--- src/rtl/soc_it_burst_handler.sv ---
// SoC-IT slave burst handler: one descriptor per burst to the AXI side, then paces data beats.
// Latency: start sampled at edge N -> descriptor req high after edge N+1 (address already valid).
// Backpressure: req held until ack (or timeout); beats move only on slave/AXI handshakes; one-entry slot.
module soc_it_burst_handler #(
  parameter int C_SLV_INTERFACE_WIDTH = 128,
  parameter int C_SLV_ADDRESS_WIDTH   = 64,
  parameter int C_SLV_BURST_LENGTH    = 13,
  parameter int C_TIMEOUT             = 1024,
  parameter int XFER_PARAMS_WIDTH     = C_SLV_ADDRESS_WIDTH + C_SLV_BURST_LENGTH + 2
) (
  input  logic                           clk_i,
  input  logic                           rst_ni,
  input  logic                           slave_burst_start,
  input  logic [C_SLV_BURST_LENGTH-1:0]  slave_burst_length,
  input  logic                           slave_burst_rnw,
  input  logic [C_SLV_ADDRESS_WIDTH-1:0] slave_address,
  input  logic                           slave_address_valid,
  output logic                           slave_address_ack,
  input  logic                           slave_wrreq,
  output logic                           slave_wrack,
  input  logic                           slave_rdreq,
  output logic                           slave_rdack,
  output logic [XFER_PARAMS_WIDTH-1:0]   xfer_params_o,
  output logic                           xfer_params_req_o,
  input  logic                           xfer_params_ack_i,
  output logic                           soc_it_wvalid_o,
  input  logic                           soc_it_wready_i,
  output logic                           soc_it_wlast_o,
  output logic                           soc_it_rready_o,
  input  logic                           soc_it_rvalid_i,
  input  logic                           soc_it_rlast_i,
  output logic                           busy_o,
  output logic [3:0]                     err_o,
  input  logic                           err_clr_i
);

  localparam int BL       = C_SLV_BURST_LENGTH;
  localparam int BLP1     = BL + 1;
  localparam int BYTES    = C_SLV_INTERFACE_WIDTH / 8;
  localparam int BSH      = $clog2(BYTES);
  localparam int TW       = (C_TIMEOUT > 2) ? $clog2(C_TIMEOUT) : 1;
  localparam int TMO_LAST_I = (C_TIMEOUT > 0) ? C_TIMEOUT - 1 : 0;
  localparam logic [TW-1:0] TMO_LAST = TW'(TMO_LAST_I);

  typedef enum logic [2:0] {
    IDLE       = 3'd0,
    SEND_DESCR = 3'd1,
    WRITE      = 3'd2,
    READ       = 3'd3,
    DRAIN      = 3'd4
  } state_t;

  state_t state_q, state_d;

  // pending burst slot
  logic                           slot_full_q;
  logic [C_SLV_ADDRESS_WIDTH-1:0] slot_addr_q;
  logic [BL-1:0]                  slot_len_q;
  logic [BL-1:0]                  slot_beats_q;
  logic                           slot_rnw_q;

  // active burst
  logic          cur_rnw_q;
  logic [BL-1:0] cur_last_q;
  logic [BL-1:0] beat_cnt_q;
  logic [TW-1:0] tmo_cnt_q;

  // FSM event strobes
  logic load_descr, descr_ack, tmo_hit, beat_inc, rd_mismatch;
  logic last_beat;

  logic          start_nz;
  logic [BLP1-1:0] len_round;
  logic [BL-1:0] beats_calc;

  // beats = ceil(len / BYTES); one extra bit keeps the rounding add from overflowing
  assign len_round  = {1'b0, slave_burst_length} + BLP1'(BYTES - 1);
  assign beats_calc = BL'(len_round >> BSH);
  assign start_nz   = slave_burst_start && (slave_burst_length != '0);
  assign last_beat  = (beat_cnt_q == cur_last_q);
  assign busy_o     = (state_q != IDLE) || slot_full_q;

  // state register
  always_ff @(posedge clk_i or negedge rst_ni) begin
    if (!rst_ni) state_q <= IDLE;
    else         state_q <= state_d;
  end

  // next state, beat-level handshakes and event strobes
  always_comb begin
    state_d           = state_q;
    load_descr        = 1'b0;
    descr_ack         = 1'b0;
    tmo_hit           = 1'b0;
    beat_inc          = 1'b0;
    rd_mismatch       = 1'b0;
    slave_address_ack = 1'b0;
    slave_wrack       = 1'b0;
    slave_rdack       = 1'b0;
    soc_it_wvalid_o   = 1'b0;
    soc_it_wlast_o    = 1'b0;
    soc_it_rready_o   = 1'b0;
    case (state_q)
      IDLE: begin
        if (slot_full_q && slave_address_valid) begin
          load_descr = 1'b1;
          state_d    = SEND_DESCR;
        end
      end
      SEND_DESCR: begin
        if (xfer_params_ack_i) begin
          descr_ack = 1'b1;
          state_d   = cur_rnw_q ? READ : WRITE;
        end else if ((C_TIMEOUT != 0) && (tmo_cnt_q == TMO_LAST)) begin
          tmo_hit = 1'b1;
          state_d = IDLE;
        end
      end
      WRITE: begin
        slave_address_ack = 1'b1;
        soc_it_wvalid_o   = slave_wrreq;
        slave_wrack       = slave_wrreq & soc_it_wready_i;
        soc_it_wlast_o    = last_beat;
        if (slave_wrreq && soc_it_wready_i) begin
          if (last_beat) state_d  = IDLE;
          else           beat_inc = 1'b1;
        end
      end
      READ: begin
        slave_address_ack = 1'b1;
        soc_it_rready_o   = slave_rdreq;
        slave_rdack       = slave_rdreq & soc_it_rvalid_i;
        if (slave_rdreq && soc_it_rvalid_i) begin
          if (soc_it_rlast_i) begin
            // rlast ahead of the expected final beat is a short read
            rd_mismatch = !last_beat;
            state_d     = IDLE;
          end else if (last_beat) begin
            // AXI side has more beats than the slave asked for; swallow them
            rd_mismatch = 1'b1;
            state_d     = DRAIN;
          end else begin
            beat_inc = 1'b1;
          end
        end
      end
      DRAIN: begin
        slave_address_ack = 1'b1;
        soc_it_rready_o   = 1'b1;
        if (soc_it_rvalid_i && soc_it_rlast_i) state_d = IDLE;
      end
      default: state_d = IDLE;
    endcase
  end

  // slot capture; the slot frees as its burst moves to SEND_DESCR, same-cycle start refills it
  always_ff @(posedge clk_i or negedge rst_ni) begin
    if (!rst_ni) begin
      slot_full_q  <= 1'b0;
      slot_addr_q  <= '0;
      slot_len_q   <= '0;
      slot_beats_q <= '0;
      slot_rnw_q   <= 1'b0;
    end else if (start_nz && (!slot_full_q || load_descr)) begin
      slot_full_q  <= 1'b1;
      slot_addr_q  <= slave_address;
      slot_len_q   <= slave_burst_length;
      slot_beats_q <= beats_calc;
      slot_rnw_q   <= slave_burst_rnw;
    end else if (load_descr) begin
      slot_full_q  <= 1'b0;
    end
  end

  // descriptor request, its hold/timeout, and per-burst context
  always_ff @(posedge clk_i or negedge rst_ni) begin
    if (!rst_ni) begin
      xfer_params_o     <= '0;
      xfer_params_req_o <= 1'b0;
      cur_rnw_q         <= 1'b0;
      cur_last_q        <= '0;
      tmo_cnt_q         <= '0;
    end else if (load_descr) begin
      xfer_params_o     <= {1'b1, slot_rnw_q, slot_len_q, slot_addr_q};
      xfer_params_req_o <= 1'b1;
      cur_rnw_q         <= slot_rnw_q;
      cur_last_q        <= slot_beats_q - BL'(1);
      tmo_cnt_q         <= '0;
    end else if (descr_ack) begin
      xfer_params_req_o <= 1'b0;
    end else if (tmo_hit) begin
      xfer_params_req_o <= 1'b0;
      xfer_params_o     <= '0;
    end else if (state_q == SEND_DESCR) begin
      tmo_cnt_q         <= tmo_cnt_q + TW'(1);
    end
  end

  // data beat counter, restarted for every accepted descriptor
  always_ff @(posedge clk_i or negedge rst_ni) begin
    if (!rst_ni)        beat_cnt_q <= '0;
    else if (descr_ack) beat_cnt_q <= '0;
    else if (beat_inc)  beat_cnt_q <= beat_cnt_q + BL'(1);
  end

  // sticky error flags; a fresh error outranks a same-cycle clear
  always_ff @(posedge clk_i or negedge rst_ni) begin
    if (!rst_ni) begin
      err_o <= '0;
    end else begin
      err_o <= (err_o & ~{4{err_clr_i}}) |
               {start_nz && slot_full_q && !load_descr,
                rd_mismatch,
                slave_burst_start && (slave_burst_length == '0),
                tmo_hit};
    end
  end

endmodule

--- config.mk ---
export PLATFORM = sky130hd
export DESIGN_NAME = soc_it_burst_handler
export DESIGN_NICKNAME = d
export VERILOG_FILES = /design/src/rtl/soc_it_burst_handler.sv
export SDC_FILE = /design/constraint.sdc
export NUM_CORES = 1
export LEC_CHECK = 0
export ABC_AREA = 0
export ABC_CLOCK_PERIOD_IN_PS = 7100
export BUFFER_PORTS_ARGS = -buffer_cell sky130_fd_sc_hd__buf_2
export CORE_AREA = 2 2 92 183
export CTS_CLUSTER_DIAMETER = 40
export DETAILED_ROUTE_END_ITERATION = 16
export DIE_AREA = 0 0 94 185
export HOLD_SLACK_MARGIN = 0.02
export PLACE_DENSITY = 0.89
export SYNTH_ARGS = -nofsm -noshare
export SYNTH_HDL_FRONTEND = slang
export SYNTH_SLANG_ARGS = --single-unit
--- constraint.sdc ---
create_clock -name clk_i -period 7.1 [get_ports clk_i]
set_input_delay 0.355 -clock clk_i [delete_from_list [all_inputs] [get_ports clk_i]]
set_output_delay 0.355 -clock clk_i [all_outputs]
set_load 0.01 [all_outputs]
# ---- Word level (Yosys, flattened, before mapping)
# Index checks and enable logic that the tools add are counted.
dict set report totals {
  in_bits 89
  ff_bits 213
}
dict set report classes {
  n_eq_ne 15
  n_addsub 4
  bitwise_logic 5
  mux 47
  n_reduce_logical 27
}
# operator n
set ops {}
lappend ops {{$mux 79} 3}
lappend ops {{$mux 10} 4}
lappend ops {{$mux 3} 9}
lappend ops {{$mux 1} 26}
lappend ops {{$mux 13} 2}
lappend ops {{$pmux 3 s5} 1}
lappend ops {{$add 13x4->14 const B} 1}
lappend ops {{$ne 2x2->1 const B} 7}
lappend ops {{$add 13x1->13 const B} 1}
lappend ops {{$eq 13x13->1} 1}
lappend ops {{$logic_not 13->1} 1}
lappend ops {{$reduce_bool 13->1} 1}
lappend ops {{$sub 10x1->11 const B} 1}
lappend ops {{$add 10x1->10 const B} 1}
lappend ops {{$eq 10x10->1 const B} 1}
lappend ops {{$logic_and 1x1->1} 9}
lappend ops {{$reduce_bool 2->1} 4}
lappend ops {{$reduce_and 7->1} 1}
lappend ops {{$eq 3x2->1 const B} 2}
lappend ops {{$ne 3x3->1 const B} 2}
lappend ops {{$reduce_bool 3->1} 2}
lappend ops {{$and 4x4->4} 1}
lappend ops {{$not 4->4} 1}
lappend ops {{$or 4x4->4} 1}
lappend ops {{other kinds (10)} 15}

# ---- Logic depth before layout (Yosys ltp)
dict set report depth {
  ltp_word 7
  ltp_mapped 11
  ltp_nobuf 10
}

# ---- Least setup slack after synthesis
# OpenSTA, ideal clock, no wires.
dict set report synth_path {
  path_type {register to register}
  startpoint {register beat_cnt_q[10]}
  endpoint {register beat_cnt_q[4]}
  path_buffers 1
  setup_ns 0.119
  path_stages_with_launch 12
  path_slack_ns 4.539
  required_time_ns 6.981
  arrival_ns 2.442
  cell_sequence {dfrtp_1 > nor4_1 > o211ai_1 > nor3_1 > inv_1 > ha_1 > inv_1 > nor4_4 > nor4_1 > clkbuf_1 > nor4_1 > o21a_1}
}
dict set report synth_between {
  elab_chain_len 6
  elab_cells_between_ends 7
  classes_between {1 x eq/ne; 5 x mux; 1 x reduce/logical}
}
# element line_no
set synth_lines {}
lappend synth_lines {{start, declared} 65} ;# logic [BL-1:0] beat_cnt_q;
lappend synth_lines {{start signal, assigned} 203} ;# else if (beat_inc) beat_cnt_q <= beat_cnt_q + BL'(1);
lappend synth_lines {{$eq 13x13->1 *} 80} ;# assign last_beat = (beat_cnt_q == cur_last_q);
lappend synth_lines {{$mux 1 *} {125, 138}}
lappend synth_lines {{$mux 1} 134} ;# if (soc_it_rlast_i) begin
lappend synth_lines {{$mux 1} 133} ;# if (slave_rdreq && soc_it_rvalid_i) begin
lappend synth_lines {{$pmux 1 s2 *} 103} ;# case (state_q)
lappend synth_lines {{$reduce_bool 2->1 (no source line) *} --}
# Every way passes the cells marked *; elsewhere a longest branch is shown, timed or not.
# A chain may end at the register's enable or synchronous reset.

# ---- Worst setup path in the final report
dict set report layout_path {
  startpoint {register state_q[2]}
  endpoint {register slot_addr_q[56]}
}
dict set report layout_between {
  elab_chain_len 4
}
# element line_no
set layout_lines {}
lappend layout_lines {{start, declared} 53} ;# state_t state_q, state_d;
lappend layout_lines {{start signal, assigned} 86} ;# else state_q <= state_d;
lappend layout_lines {{$logic_not 3->1} 103}
lappend layout_lines {{$mux 1} 103}
lappend layout_lines {{$logic_or 1x1->1} 164} ;# end else if (start_nz && (!slot_full_q || load_descr)) begin
lappend layout_lines {{$logic_and 1x1->1} 164}
lappend layout_lines {{end signal, assigned} 166} ;# slot_addr_q <= slave_address;
lappend layout_lines {{end, declared} 57} ;# logic [C_SLV_ADDRESS_WIDTH-1:0] slot_addr_q;
# Every way passes these cells.

==> flow_summary_export.csv <==
group,metric,value,unit
critical_path,crit_type,"reg2reg",
sta,finalCriticalPeriod,3.46,ns
sta,max_freq,289,MHz
placement,gp_congestion,0.911,
global_routing,grt_max_degree,94,
sta,relSlewSlack,27.3,%
global_routing,antenna_found_initial,3,
clock_network,cts-buffers-inserted,19,
synthesis,async_flop_share,100,%
sta,worst_slack,3.64,ns
power_and_ir_drop,p_leak,5.00,nW
power_and_ir_drop,switchingPower,1.54,mW
power_and_ir_drop,internal_power,3.06,mW
clock_network,cts_tree,"yes",
synthesis,synthCells,833,
synthesis,avgSynthCellArea,10.8,um^2
routing,wire_per_inst,17.3,um
critical_path,max_stage_delay,0.86,ns
clock_network,htreeDepth,1,
routing,firstDrtPassIters,5,
synthesis,yosys_warnings,0,
clock_network,cts.sinks,211,
sta,worstMarginPinSlew,1.09,ns
global_routing,grt_use_total,24.3,%
power_and_ir_drop,p_comb_share,29.4,%
synthesis,synth-main-ff-cell,"dfrtp_1",
die,die_w,94,um
sta,skew,0.0122,ns
placement,dp_hpwl,13800,um
min_path,min-delay-start,"slave_address[21]",
clock_network,cts.repair.resized,0,
synthesis,syn-num-nets,926,
power_and_ir_drop,seq_power_share,44.3,%
critical_path,cpMaxStageDelayCell,"a21oi_4",
sta,fin_crit_sh,48.7,%
die,die-area,17400,um^2
die,core_area,16100,um^2
critical_path,crit_start,"state_q[2]",
final_layout,fillers,1200,
routing,wirelength,21000,um
synthesis,synth_edf_count,0,
synthesis,synth_cell_types,53,
die,floorplan.initialDensity,55.8,%
critical_path,start_kind,"flop",
critical_path,path_cells,"nor3_1, nand3_4, a21oi_4, buf_12, mux2_1",
routing,drt-vias-per-instance,5.63,
die,io_pins,180,
sta,tns,0,ns
final_layout,area_delta_synth_final,19.8,%
critical_path,crit_fanout,75,
final_layout,final_cell_mix,"dfrtp_1 (211), nand2_1 (198), buf_2 (178), o21ai_0 (85), mux2_1 (78)",
sta,rsz0062_at_grt,"false",
routing,first_iter_violations,343,
synthesis,seq_area_frac_synth,58.8,%
sta,setup_viol,0,
run,cap_violations,0,
die,num_rows,66,
placement,io_buffers,179,
critical_path,arrival,3.81,ns
critical_path,rr_startpoint,"state_q[2]",
clock_network,root_buffer,"clkbuf_16",
final_layout,layout_commonest_cell,"dfrtp_1",
global_routing,grt.overflow.total,0,
synthesis,synth-seq-cells,211,
clock_network,postCtsSetupBuffers,0,
critical_path,crit_path_end_kind,"flop",
clock_network,hold_buffers,1,
critical_path,path_delay_family,"simple AND/OR/NAND/NOR gates",
routing,drc,0,
clock_network,clk_pin_slew,0.07,ns
routing,route.vias.total,6821,
clock_network,insertion_delay,0.48,ns
status,status,"finished clean",
clock_network,cts_max_path_buffers,3,
global_routing,grt_pass1_vias,7058,
min_path,min_path_type,"in2reg",
critical_path,required,7.45,ns
global_routing,grt_pass1_wl,34100,um
final_layout,final_nets,1087,
power_and_ir_drop,power_frac_clock,26.3,%
final_layout,final_layout_size_suffix_gt1_share,22.6,%
power_and_ir_drop,power_density,427,nW/um^2
die,die_h,185,um
routing,postRouteAntennaNets,0,
sta,hold_viol_final,0,
power_and_ir_drop,max-vdd-ir-drop,0.314,mV
power_and_ir_drop,power.switching_fraction,33.5,%
synthesis,syn_area,8980,um^2
critical_path,crit_buf_inv,1,
sta,slew_violations,0,
placement,detailedPlace.worstSlack,3.64,ns
[worst paths after layout]
kind                                          end  slack (ns)  cells after the start
worst max-delay path              slot_addr_q[56]        3.64                      5
worst min-delay path              slot_addr_q[21]        0.09                      2
worst max register to register    slot_addr_q[56]        3.64                      5
worst min register to register  xfer_params_o[60]        0.47                      2
max in group asynchronous         slot_addr_q[29]        5.32                      3
min in group asynchronous                err_o[2]        0.46                      2
[cells by family (layout without fill, tap and decap cells)]
kind of cell	count (synthesis)	count (layout)	share of synthesized area, %
adders and majority gates	4	4	0.557
DFF	211	211	58.8
other	0	2	0
AOI/OAI and AO/OA	148	148	9.76
and+or+nand+nor	297	297	14.5
xor gates and xnor gates	31	31	3.02
muxes	84	84	10.4
buffers and inverters	58	230	2.95
[layer usage]
layer | GRT usage, % | vias up | wire length (um) | part of all wire (%)
li1 | - | 3167 | - | -
met3 | 5.66 | 44 | 1550 | 7.4
met5 | 0 | - | 13 | 0.062
met2 | 42.3 | 243 | 10600 | 51
met4 | 7.07 | 2 | 503 | 2.4
met1 | 30.1 | 3365 | 8260 | 39
[registers in the layout, indices dropped and copies added, names as in the netlist]
name	flops
err_o	4
slot_full_q	1
cur_last_q	11
cur_rnw_q	1
slot_beats_q	10
slot_len_q	13
xfer_params_req_o	1
beat_cnt_q	13
xfer_params_o	79
tmo_cnt_q	10
state_q	3
slot_addr_q	64
slot_rnw_q	1
[power by group through the flow]
| stage | clock network, mW | registers, mW | logic (mW) |
|---|---|---|---|
| floorplan | 0 | 2.06 | 0.810 |
| global placement | 0 | 2.01 | 1.28 |
| detailed placement | 0 | 2.04 | 1.37 |
| CTS | 1.23 | 2.04 | 1.38 |
| global route | 1.27 | 2.10 | 1.52 |
| finish | 1.21 | 2.04 | 1.35 |
[synthesized netlist by cell type (3+ instances only)]
cell type | count | area (um^2)
mux2i_1 | 6 | 60.1
or4_1 | 7 | 52.6
xnor2_1 | 23 | 201
xor2_1 | 8 | 70.1
a31oi_1 | 3 | 18.8
and3_1 | 9 | 56.3
nand4_1 | 9 | 56.3
a21oi_1 | 18 | 90.1
nand2_1 | 198 | 743
nand3_1 | 11 | 55.1
ha_1 | 4 | 50.1
o31ai_1 | 8 | 60.1
nor4_1 | 7 | 43.8
inv_1 | 11 | 41.3
o211ai_1 | 3 | 22.5
nor3_1 | 8 | 40.0
or3_1 | 3 | 18.8
o21ai_1 | 11 | 55.1
o21ai_0 | 85 | 425
mux2_1 | 78 | 878
clkbuf_1 | 32 | 120
dfrtp_1 | 211 | 5280
buf_4 | 7 | 52.6
nor2_1 | 32 | 120
buf_2 | 5 | 25.0
[through the flow]
stage               std cells  utilization, %  total power, mW  instance area (um^2)  hold WS, ns
finish                   1211            66.9             4.60                 10800       0.0909
global route             1210            66.9             4.89                 10800       0.0828
CTS                      1209            66.8             4.64                 10800       0.0787
detailed placement       1176            62.2             3.41                 10000        0.433
global placement         1176            62.2             3.29                 10000        0.427
floorplan                 833               -             2.87                  8980       0.0594
[final cells by class]
cell class | count | area (um^2) | share of cell area, %
antenna | 2 | 5.00 | 0.0465
clock buffer | 26 | 562 | 5.22
clock inverter | 6 | 180 | 1.67
inverter | 11 | 41.3 | 0.383
multi-input combinational | 564 | 3460 | 32.2
sequential | 211 | 5280 | 49.0
tap | 204 | 255 | 2.37
timing repair buffer | 187 | 980 | 9.10
(Power assumes the default switching activity.)
